--- src/rtl/alu_pkg.sv ---
// alu_pkg: opcodes, FSM state encoding and flag bit positions shared by alu_seq and alu_seq_core
package alu_pkg;
  localparam logic [3:0] OP_ADD  = 4'd0;
  localparam logic [3:0] OP_SUB  = 4'd1;
  localparam logic [3:0] OP_AND  = 4'd2;
  localparam logic [3:0] OP_OR   = 4'd3;
  localparam logic [3:0] OP_XOR  = 4'd4;
  localparam logic [3:0] OP_NOT  = 4'd5;
  localparam logic [3:0] OP_SHL  = 4'd6;
  localparam logic [3:0] OP_SHR  = 4'd7;
  localparam logic [3:0] OP_MUL  = 4'd8;
  localparam logic [3:0] OP_PASS = 4'd9;
  localparam logic [1:0] ST_IDLE = 2'd0;
  localparam logic [1:0] ST_BUSY = 2'd1;
  localparam logic [1:0] ST_DONE = 2'd2;
  localparam int FLG_ZERO  = 0;
  localparam int FLG_NEG   = 1;
  localparam int FLG_CARRY = 2;
  localparam int FLG_OVF   = 3;
endpackage

--- src/rtl/alu_seq_core.sv ---
// alu_seq_core: combinational single-cycle ops and flags; SHL/SHR here cover only the zero-shift case (ans=a)
module alu_seq_core
  import alu_pkg::*;
#(
  parameter int WIDTH = 8
) (
  input  logic [WIDTH-1:0] a,
  input  logic [WIDTH-1:0] b,
  input  logic [3:0]       code,
  output logic [WIDTH-1:0] ans,
  output logic [3:0]       flags,
  output logic             err
);
  logic [WIDTH:0] sum, dif;
  logic carry, ovf;
  assign sum = {1'b0, a} + {1'b0, b};
  assign dif = {1'b0, a} - {1'b0, b};
  always_comb begin
    ans = '0;
    carry = 1'b0;
    ovf = 1'b0;
    err = 1'b0;
    case (code)
      OP_ADD: begin
        ans = sum[WIDTH-1:0];
        carry = sum[WIDTH];
        ovf = (a[WIDTH-1] == b[WIDTH-1]) && (sum[WIDTH-1] != a[WIDTH-1]);
      end
      OP_SUB: begin
        ans = dif[WIDTH-1:0];
        carry = dif[WIDTH];
        ovf = (a[WIDTH-1] != b[WIDTH-1]) && (dif[WIDTH-1] != a[WIDTH-1]);
      end
      OP_AND: ans = a & b;
      OP_OR: ans = a | b;
      OP_XOR: ans = a ^ b;
      OP_NOT: ans = ~a;
      OP_SHL, OP_SHR: ans = a;
`ifdef ALU_SEQ_MUL_EN
      OP_MUL: ans = '0;
`endif
      OP_PASS: ans = b;
      default: err = 1'b1;
    endcase
    flags = err ? 4'b0 : {ovf, carry, ans[WIDTH-1], ~|ans};
  end
endmodule

--- src/rtl/alu_seq.sv ---
// alu_seq: registered valid/ready ALU with iterative shifts; define ALU_SEQ_MUL_EN to add the shift-add multiplier (opcode 8)
module alu_seq
  import alu_pkg::*;
#(
  parameter int WIDTH   = 8,
  parameter int SHAMT_W = $clog2(WIDTH)
) (
  input  logic             clk,
  input  logic             rst_n,
  input  logic             in_valid,
  output logic             in_ready,
  input  logic [WIDTH-1:0] a,
  input  logic [WIDTH-1:0] b,
  input  logic [3:0]       code,
  output logic             out_valid,
  input  logic             out_ready,
  output logic [WIDTH-1:0] ans,
  output logic [3:0]       flags,
  output logic             err
);
  localparam int CW = SHAMT_W + 1;
`ifdef ALU_SEQ_MUL_EN
  localparam bit MUL_EN = 1'b1;
  logic [WIDTH-1:0] opa, hi;
  logic [WIDTH:0] msum;
`else
  localparam bit MUL_EN = 1'b0;
`endif
  logic [1:0] st;
  logic [3:0] opc, c_flags;
  logic [WIDTH-1:0] acc, nxt, c_ans;
  logic [CW-1:0] cnt;
  logic c_err, cout, iter;
  alu_seq_core #(.WIDTH(WIDTH)) u_core (
    .a(a),
    .b(b),
    .code(code),
    .ans(c_ans),
    .flags(c_flags),
    .err(c_err)
  );
  assign in_ready = st == ST_IDLE;
  assign out_valid = st == ST_DONE;
  assign iter = ((code == OP_SHL || code == OP_SHR) && |b[SHAMT_W-1:0]) || (MUL_EN && code == OP_MUL);
  // acc holds the shifting value, or the multiplier/low product half during MUL
  always_comb begin
    nxt = opc == OP_SHL ? {acc[WIDTH-2:0], 1'b0} : {1'b0, acc[WIDTH-1:1]};
    cout = opc == OP_SHL ? acc[WIDTH-1] : acc[0];
`ifdef ALU_SEQ_MUL_EN
    msum = {1'b0, hi} + (acc[0] ? {1'b0, opa} : '0);
    if (opc == OP_MUL) begin
      nxt = {msum[0], acc[WIDTH-1:1]};
      cout = |msum[WIDTH:1];
    end
`endif
  end
  always_ff @(posedge clk or negedge rst_n) begin
    if (!rst_n) begin
      st <= ST_IDLE;
      opc <= '0;
      acc <= '0;
      cnt <= '0;
      ans <= '0;
      flags <= '0;
      err <= 1'b0;
`ifdef ALU_SEQ_MUL_EN
      opa <= '0;
      hi <= '0;
`endif
    end else begin
      case (st)
        ST_IDLE: if (in_valid) begin
          if (iter) begin
            st <= ST_BUSY;
            opc <= code;
            acc <= code == OP_MUL ? b : a;
            cnt <= code == OP_MUL ? CW'(WIDTH) : CW'(b[SHAMT_W-1:0]);
`ifdef ALU_SEQ_MUL_EN
            opa <= a;
            hi <= '0;
`endif
          end else begin
            st <= ST_DONE;
            ans <= c_ans;
            flags <= c_flags;
            err <= c_err;
          end
        end
        ST_BUSY: begin
          acc <= nxt;
          cnt <= cnt - CW'(1);
`ifdef ALU_SEQ_MUL_EN
          hi <= msum[WIDTH:1];
`endif
          if (cnt == CW'(1)) begin
            st <= ST_DONE;
            ans <= nxt;
            flags <= {1'b0, cout, nxt[WIDTH-1], ~|nxt};
            err <= 1'b0;
          end
        end
        ST_DONE: if (out_ready) st <= ST_IDLE;
        default: st <= ST_IDLE;
      endcase
    end
  end
endmodule

--- config.mk ---
export PLATFORM = sky130hd
export DESIGN_NAME = alu_seq
export DESIGN_NICKNAME = d
export VERILOG_FILES = /design/src/rtl/alu_pkg.sv /design/src/rtl/alu_seq_core.sv /design/src/rtl/alu_seq.sv
export SDC_FILE = /design/constraint.sdc
export NUM_CORES = 1
export LEC_CHECK = 0
export BUFFER_PORTS_ARGS = -buffer_cell sky130_fd_sc_hd__buf_2
export CORE_MARGIN = 2
export CORE_UTILIZATION = 47
export DETAILED_ROUTE_END_ITERATION = 8
export PLACE_DENSITY = 0.67
export SLEW_MARGIN = 0
export SYNTH_ARGS = -nofsm -noshare
export SYNTH_HDL_FRONTEND = slang
export SYNTH_SLANG_ARGS = --single-unit
--- constraint.sdc ---
create_clock -name clk -period 1.92 [get_ports clk]
set_clock_uncertainty 0.2 [all_clocks]
set_input_delay 0.192 -clock clk [delete_from_list [all_inputs] [get_ports clk]]
set_output_delay 0.192 -clock clk [all_outputs]
set_load 0.05 [all_outputs]
Word-level counts from Yosys, hierarchy flattened
Cells that the tools add are included.

storage, ports and cells
  output and inout bits = 15
  flip-flop bits (word level) = 31

cells by class
  equal/unequal tests = 22
  reduce and logical (&&, ||, !) cells = 18
  add/subtract/negate cells = 3
  bitwise logic cells = 4
  multiplexer cells = 32

operator list
  cell                count
  $pmux 8 s8          1
  $mux 8              7
  $pmux 8 s2          2
  $mux 4              7
  $eq 4x3->1 const B  5
  $pmux 4 s2          2
  $reduce_or 8->1     2
  $add 8x8->9         1
  $reduce_and 3->1    3
  $reduce_or 9->1     1
  $sub 8x8->9         1
  $and 8x8->8         1
  $eq 4x1->1 const B  2
  $eq 4x2->1 const B  2
  $eq 4x4->1 const B  2
  $mux 2              4
  $not 8->8           1
  $or 8x8->8          1
  $xor 8x8->8         1
  $ne 2x2->1 const B  3
  $pmux 1 s2          3
  $pmux 2 s3          1
  $mux 1              5
  $logic_not 4->1     1
  other kinds (14)    20

Logic depth before layout (Yosys ltp)
  word-level depth = 9
  mapped depth = 10
  depth with buffers taken out = 10

By module
A second synthesis with hierarchy kept.

unflattened totals
  cell total of the unflattened synthesis = 381
  area, all modules = 3311.9 um^2

by module, submodules not included
  module        area each (um^2)  cells an instance  times used
  alu_seq       1757.9            165                1
  alu_seq_core  1554.0            216                1

Least setup slack after synthesis
OpenSTA, ideal clock, no wires.

  kind = input to register
  start point = input port a[0]
  end point = register flags[0]
  required time = 1.628 ns
  arrival time = 2.297 ns
  stages on the path = 10
  library setup time = 0.092 ns
  path slack = -0.669 ns
  path through = inv_1 -> ha_1 -> inv_1 -> fa_1 -> a221o_1 -> xnor2_1 -> a22o_1 -> a211o_2 -> or3_1 -> o31ai_2

on the way
  cells in the longest elaborated chain, start to end = 8
  elaborated cells on any way between the ends = 13
  those cells by class = 2 x add/sub; 5 x mux; 4 x bitwise; 2 x reduce/logical

RTL lines
  element                                    RTL line            text
  start: declaration                         alu_seq.sv:12       input logic [WIDTH-1:0] a,
  $sub 8x8->9, or another cell as far along  alu_seq_core.sv:17  assign dif = {1'b0, a} - {1'b0, b};
  $pmux 8 s8 *                               alu_seq_core.sv:23  case (code)
  $reduce_or 8->1 *                          alu_seq_core.sv:45  flags = err ? 4'b0 : {ovf, carry, ans[WIDTH-1], ~|ans};
  $logic_not 1->1 *                          alu_seq_core.sv:45
  $mux 4 *                                   alu_seq_core.sv:45
  $mux 4 *                                   alu_seq.sv:73       if (iter) begin
  $mux 4 *                                   alu_seq.sv:72       ST_IDLE: if (in_valid) begin
  $pmux 4 s2 *                               alu_seq.sv:71       case (st)
  end signal: assignment                     alu_seq.sv:85       flags <= c_flags;
  end signal: assignment                     alu_seq.sv:98       flags <= {1'b0, cout, nxt[WIDTH-1], ~|nxt};
  end: declaration                           alu_seq.sv:18       output logic [3:0] flags,

Every way passes the cells marked *; elsewhere a longest branch is shown, timed or not. The select of a mux whose other input is x is not followed.
A chain may end at the register's enable or synchronous reset.

Worst setup path after layout
  start point = input port b[1]
  end point = register flags[0]

on the way
  cells in the longest elaborated chain, start to end = 8
  elaborated cells on any way between the ends = 16
  those cells by class = 2 x add/sub; 1 x eq/ne; 5 x mux; 3 x bitwise; 5 x reduce/logical

RTL lines
  element                                    RTL line            text
  start: declaration                         alu_seq.sv:13       input logic [WIDTH-1:0] b,
  $sub 8x8->9, or another cell as far along  alu_seq_core.sv:17
  $pmux 8 s8                                 alu_seq_core.sv:23
  $reduce_or 8->1                            alu_seq_core.sv:45
  $logic_not 1->1                            alu_seq_core.sv:45
  $mux 4                                     alu_seq_core.sv:45
  $mux 4                                     alu_seq.sv:73
  $mux 4                                     alu_seq.sv:72
  $pmux 4 s2                                 alu_seq.sv:71

Several ways; a longest one is shown, not always the timed one. The select of a mux whose other input is x is not followed.

==> key figures <==
Worst setup path
  – Critical Path Sink Type: flip-flop
  – Worst path cell trace: buf_8 > clkinvlp_4 > buf_6 > fa_2 > o211ai_1 > a221oi_2 > a221o_1 > nand2b_4 > or4_4 > o31ai_2
  – R2R Path End: flags[0]
  – Setup crit start: b[1]
  – Crit path to: flags[0]
  – CP max stage delay: 0.47 ns
  – Levels on crit path: 10
  – Crit path DAT: 2.44 ns
  – CP max-delay cell: or4_4
  – CP top delay family: compound AO/OA/AOI/OAI gates
  – R2r startpoint: st[0]
  – Worst r2r path cells: 5
  – WP buf/inv: 3
  – CP required: 1.92 ns
  – Setup CP Type: input port to flip-flop
  – CP Launch Type: input port
  – CP max FO: 3
  – Reg2reg setup slack: 0.09 ns

Synthesis
  – Syn. warnings: 0
  – Post-Syn Area: 0.003179 mm²
  – Synth Instances: around 400
  – Post-synthesis cell type count: 71
  – Syn_nets: 460
  – Synth Register Bits: 31
  – Sequential area share after synthesis: 0.2440
  – Synth Flop Type: dfrtp_1
  – Post-synth EDFFs: 0
  – FFs w/ async S/R, synth: 1.000
  – Average size of a mapped cell: between 7 and 8 µm²

Drt
  – Remaining routing DRC violations: 0
  – Via density: 5.732
  – Pre-antenna DRT Iters: 5
  – Total number of vias: 3663
  – WL per Instance: 16.58 µm
  – Final ANT Viol Nets: 0
  – Iter 0 DRT Violations: 267
  – Final WL: 10600 µm

Global routing
  – Gr ovfl total: 0
  – First-pass GRT wire length: around 17000 µm
  – Vias in the first global route: around 3500
  – Initial antenna violation count: 0
  – Largest net degree at the start of global routing: 32
  – GRT Util Overall: 0.2823

Floorplan
  – Starting Density: 0.4923
  – Die Footprint: approximately 0.0074 mm²
  – Number of I/O pins: 39
  – Row count: 29
  – Die width: 86.25 µm
  – Area of the core: 0.006459 mm²
  – Die span in y: 86.25 µm

Placement
  – Hpwl dp: 7952 µm
  – Place WS: -0.8844 ns
  – Area after DPL: 0.004294 mm²
  – Placer Congestion: 0.9788
  – Post-placement cell count: 618
  – PortBufs: 38

Hold path
  – HP Class: input port to flip-flop

Finish
  – Antenna cells: 0
  – Post-route cell area: 0.004851 mm²
  – Post-route insts no fill: 639
  – Fillcell total: 493
  – Nets: 613
  – Area Growth Syn to Fin: 52.58%
  – Layout cells sized above 1: 0.4520

Timing
  – Final Setup Violations: 12
  – Fin. max-slew vios: 0
  – Unrepaired setup endpoints after global routing: yes
  – Worst-margin pin slew: 0.6702 ns
  – FMAX: 409.3 MHz
  – Period utilization: 1.273
  – Final hold violations: 0
  – Crit path time final: 2.443 ns
  – Slew HR: 0.5532
  – Final WS setup: -0.5232 ns

Clock network
  – CTS tree: done
  – Number of CTS-inserted buffers: 5
  – Clock network latency to the later pin of the worst-skew pair: approximately 0.28 ns
  – Root Buffer Master: clkbuf_8
  – Worst-path clk slew: 0.07 ns
  – # clock sinks: 31
  – CTS H-Tree Depth: 2
  – Max Root-Sink Buffers: 2

Status
  – Status: finished with violations
  – Failing checks: negative setup slack

Power
  – Seq pwr share: 0.278
  – IR drop worst, VDD: 0.0003493 V
  – Switching portion of total power: 0.4446
  – Sw Pwr: 1.773 mW
  – Clk network pwr share: 0.164
  – Logic pwr share: 0.558
  – Internal power: 2.215 mW
  – Leakage: approximately 2.3 nW
  – Power Dens Cells: 822.0 mW/mm²

Job
  – Max-cap violations: 0
-- cell usage after synthesis, drive strengths merged, types with 3 or more instances --
cell type	instances	area, µm²
a22oi	4	30.03
xnor2	4	35.03
o311ai	3	33.79
nor4	3	18.77
a221oi	3	32.53
nor2	36	135.1
o31ai	9	77.57
nand2b	12	77.58
o21ai	44	220.2
clkbuf	11	41.29
ha	26	325.3
nor2b	9	56.30
a32oi	5	43.79
and3	4	25.02
a21oi	27	135.1
inv	30	112.6
a211o	3	28.78
a21o	5	38.79
a31oi	7	43.79
o22ai	6	37.54
nand3	7	35.03
nand2	46	175.2
nor3	8	45.04
o211ai	5	37.54
nor3b	4	30.03
buf	12	115.1
dfrtp	31	775.7
a211oi	5	42.54
-- sequential cells by signal, indices dropped and copies added (netlist names) --
register,flops
acc,8
ans,8
cnt,4
flags,4
opc,4
st,2
err,1
-- routing by layer --
metal  track usage  share of wire  wire, µm
met3       0.02476          0.054       572
met4       0.09233          0.026       278
met1        0.3606           0.41      4394
met2        0.5025           0.51      5352
met5             0              0         0
-- logic make-up (layout without fill, tap and decap cells) --
family | Yosys count | in the layout | synth area share
AOI/OAI and AO/OA | 142 | 142 | 0.3015
xor gates and xnor gates | 5 | 5 | 0.01377
adders and majority gates | 28 | 28 | 0.1149
buffers and inverters | 53 | 207 | 0.08461
DFF | 31 | 31 | 0.2440
muxes | 2 | 2 | 0.007083
and+or+nand+nor | 147 | 147 | 0.2342
-- metrics by stage --
stage,total power [mW],utilization,TNS [ns],hold WS [ns]
finish,3.987,0.7511,-3.023,0.07754
floorplan,2.364,-,-2.182,-0.3036
global placement,3.016,0.6649,-10.33,0.06031
global route,4.237,0.7511,-4.295,0.09321
detailed placement,3.074,0.6649,-11.73,0.06173
CTS,3.830,0.7189,-2.955,0.07824
-- worst min-delay path, stage by stage --
cell	delay, ns
buf_2	0.12
xnor2_1	0.13
o31ai_1	0.08
-- power by group through the flow --
| stage | combinational [mW] | sequential (mW) | clock [mW] |
|---|---|---|---|
| after floorplan | 0.911 | 1.45 | 0 |
| after global placement | 1.93 | 1.09 | 0 |
| after detailed placement | 1.97 | 1.11 | 0 |
| after CTS | 2.07 | 1.10 | 0.664 |
| after global routing | 2.41 | 1.14 | 0.692 |
| final | 2.23 | 1.11 | 0.654 |
-- worst min-delay path by stage --
stage / startpoint / endpoint / slack [ns] / cells past startpoint
after global routing: a[7] / flags[3] / 0.09 / 3
after CTS: a[7] / flags[3] / 0.08 / 3
after floorplan: rst_n / acc[0] / -0.30 / 0
after global placement: rst_n / opc[2] / 0.06 / 1
after detailed placement: rst_n / opc[3] / 0.06 / 1
final: a[7] / flags[3] / 0.08 / 3
-- placed cells by master, fill, tap and decap left out, drive strengths merged, types with 3 or more instances in the layout --
master,count
buf,167
nand2,46
o21ai,44
nor2,36
dfrtp,31
inv,29
a21oi,27
ha,26
nand2b,12
nor2b,9
o31ai,9
nor3,8
nand3,7
a31oi,7
clkbuf,6
o22ai,6
a32oi,5
o211ai,5
a211oi,5
a21o,5
and3,4
xnor2,4
a22oi,4
nor3b,4
nor4,3
o311ai,3
a211o,3
a221oi,3
-- what timing repair did --
item,CTS,global route
pin swaps,28,20
endpoints found under the setup margin,23,16
resized for setup,38,52
buffers inserted,6,7
hold endpoints to repair,32,0
hold buffers,2,0
-- cell type report --
class	count	area, µm²	area share
flip-flops and latches	31	775.7	0.1599
well taps	77	96.34	0.01986
repair buffers	169	1271	0.2621
clock buffers	6	82.58	0.01702
clock inverters	2	35.03	0.007222
inverters	30	128.9	0.02657
multi-input cells	324	2461	0.5074
Note: power is estimated with default switching activity, not from simulation.
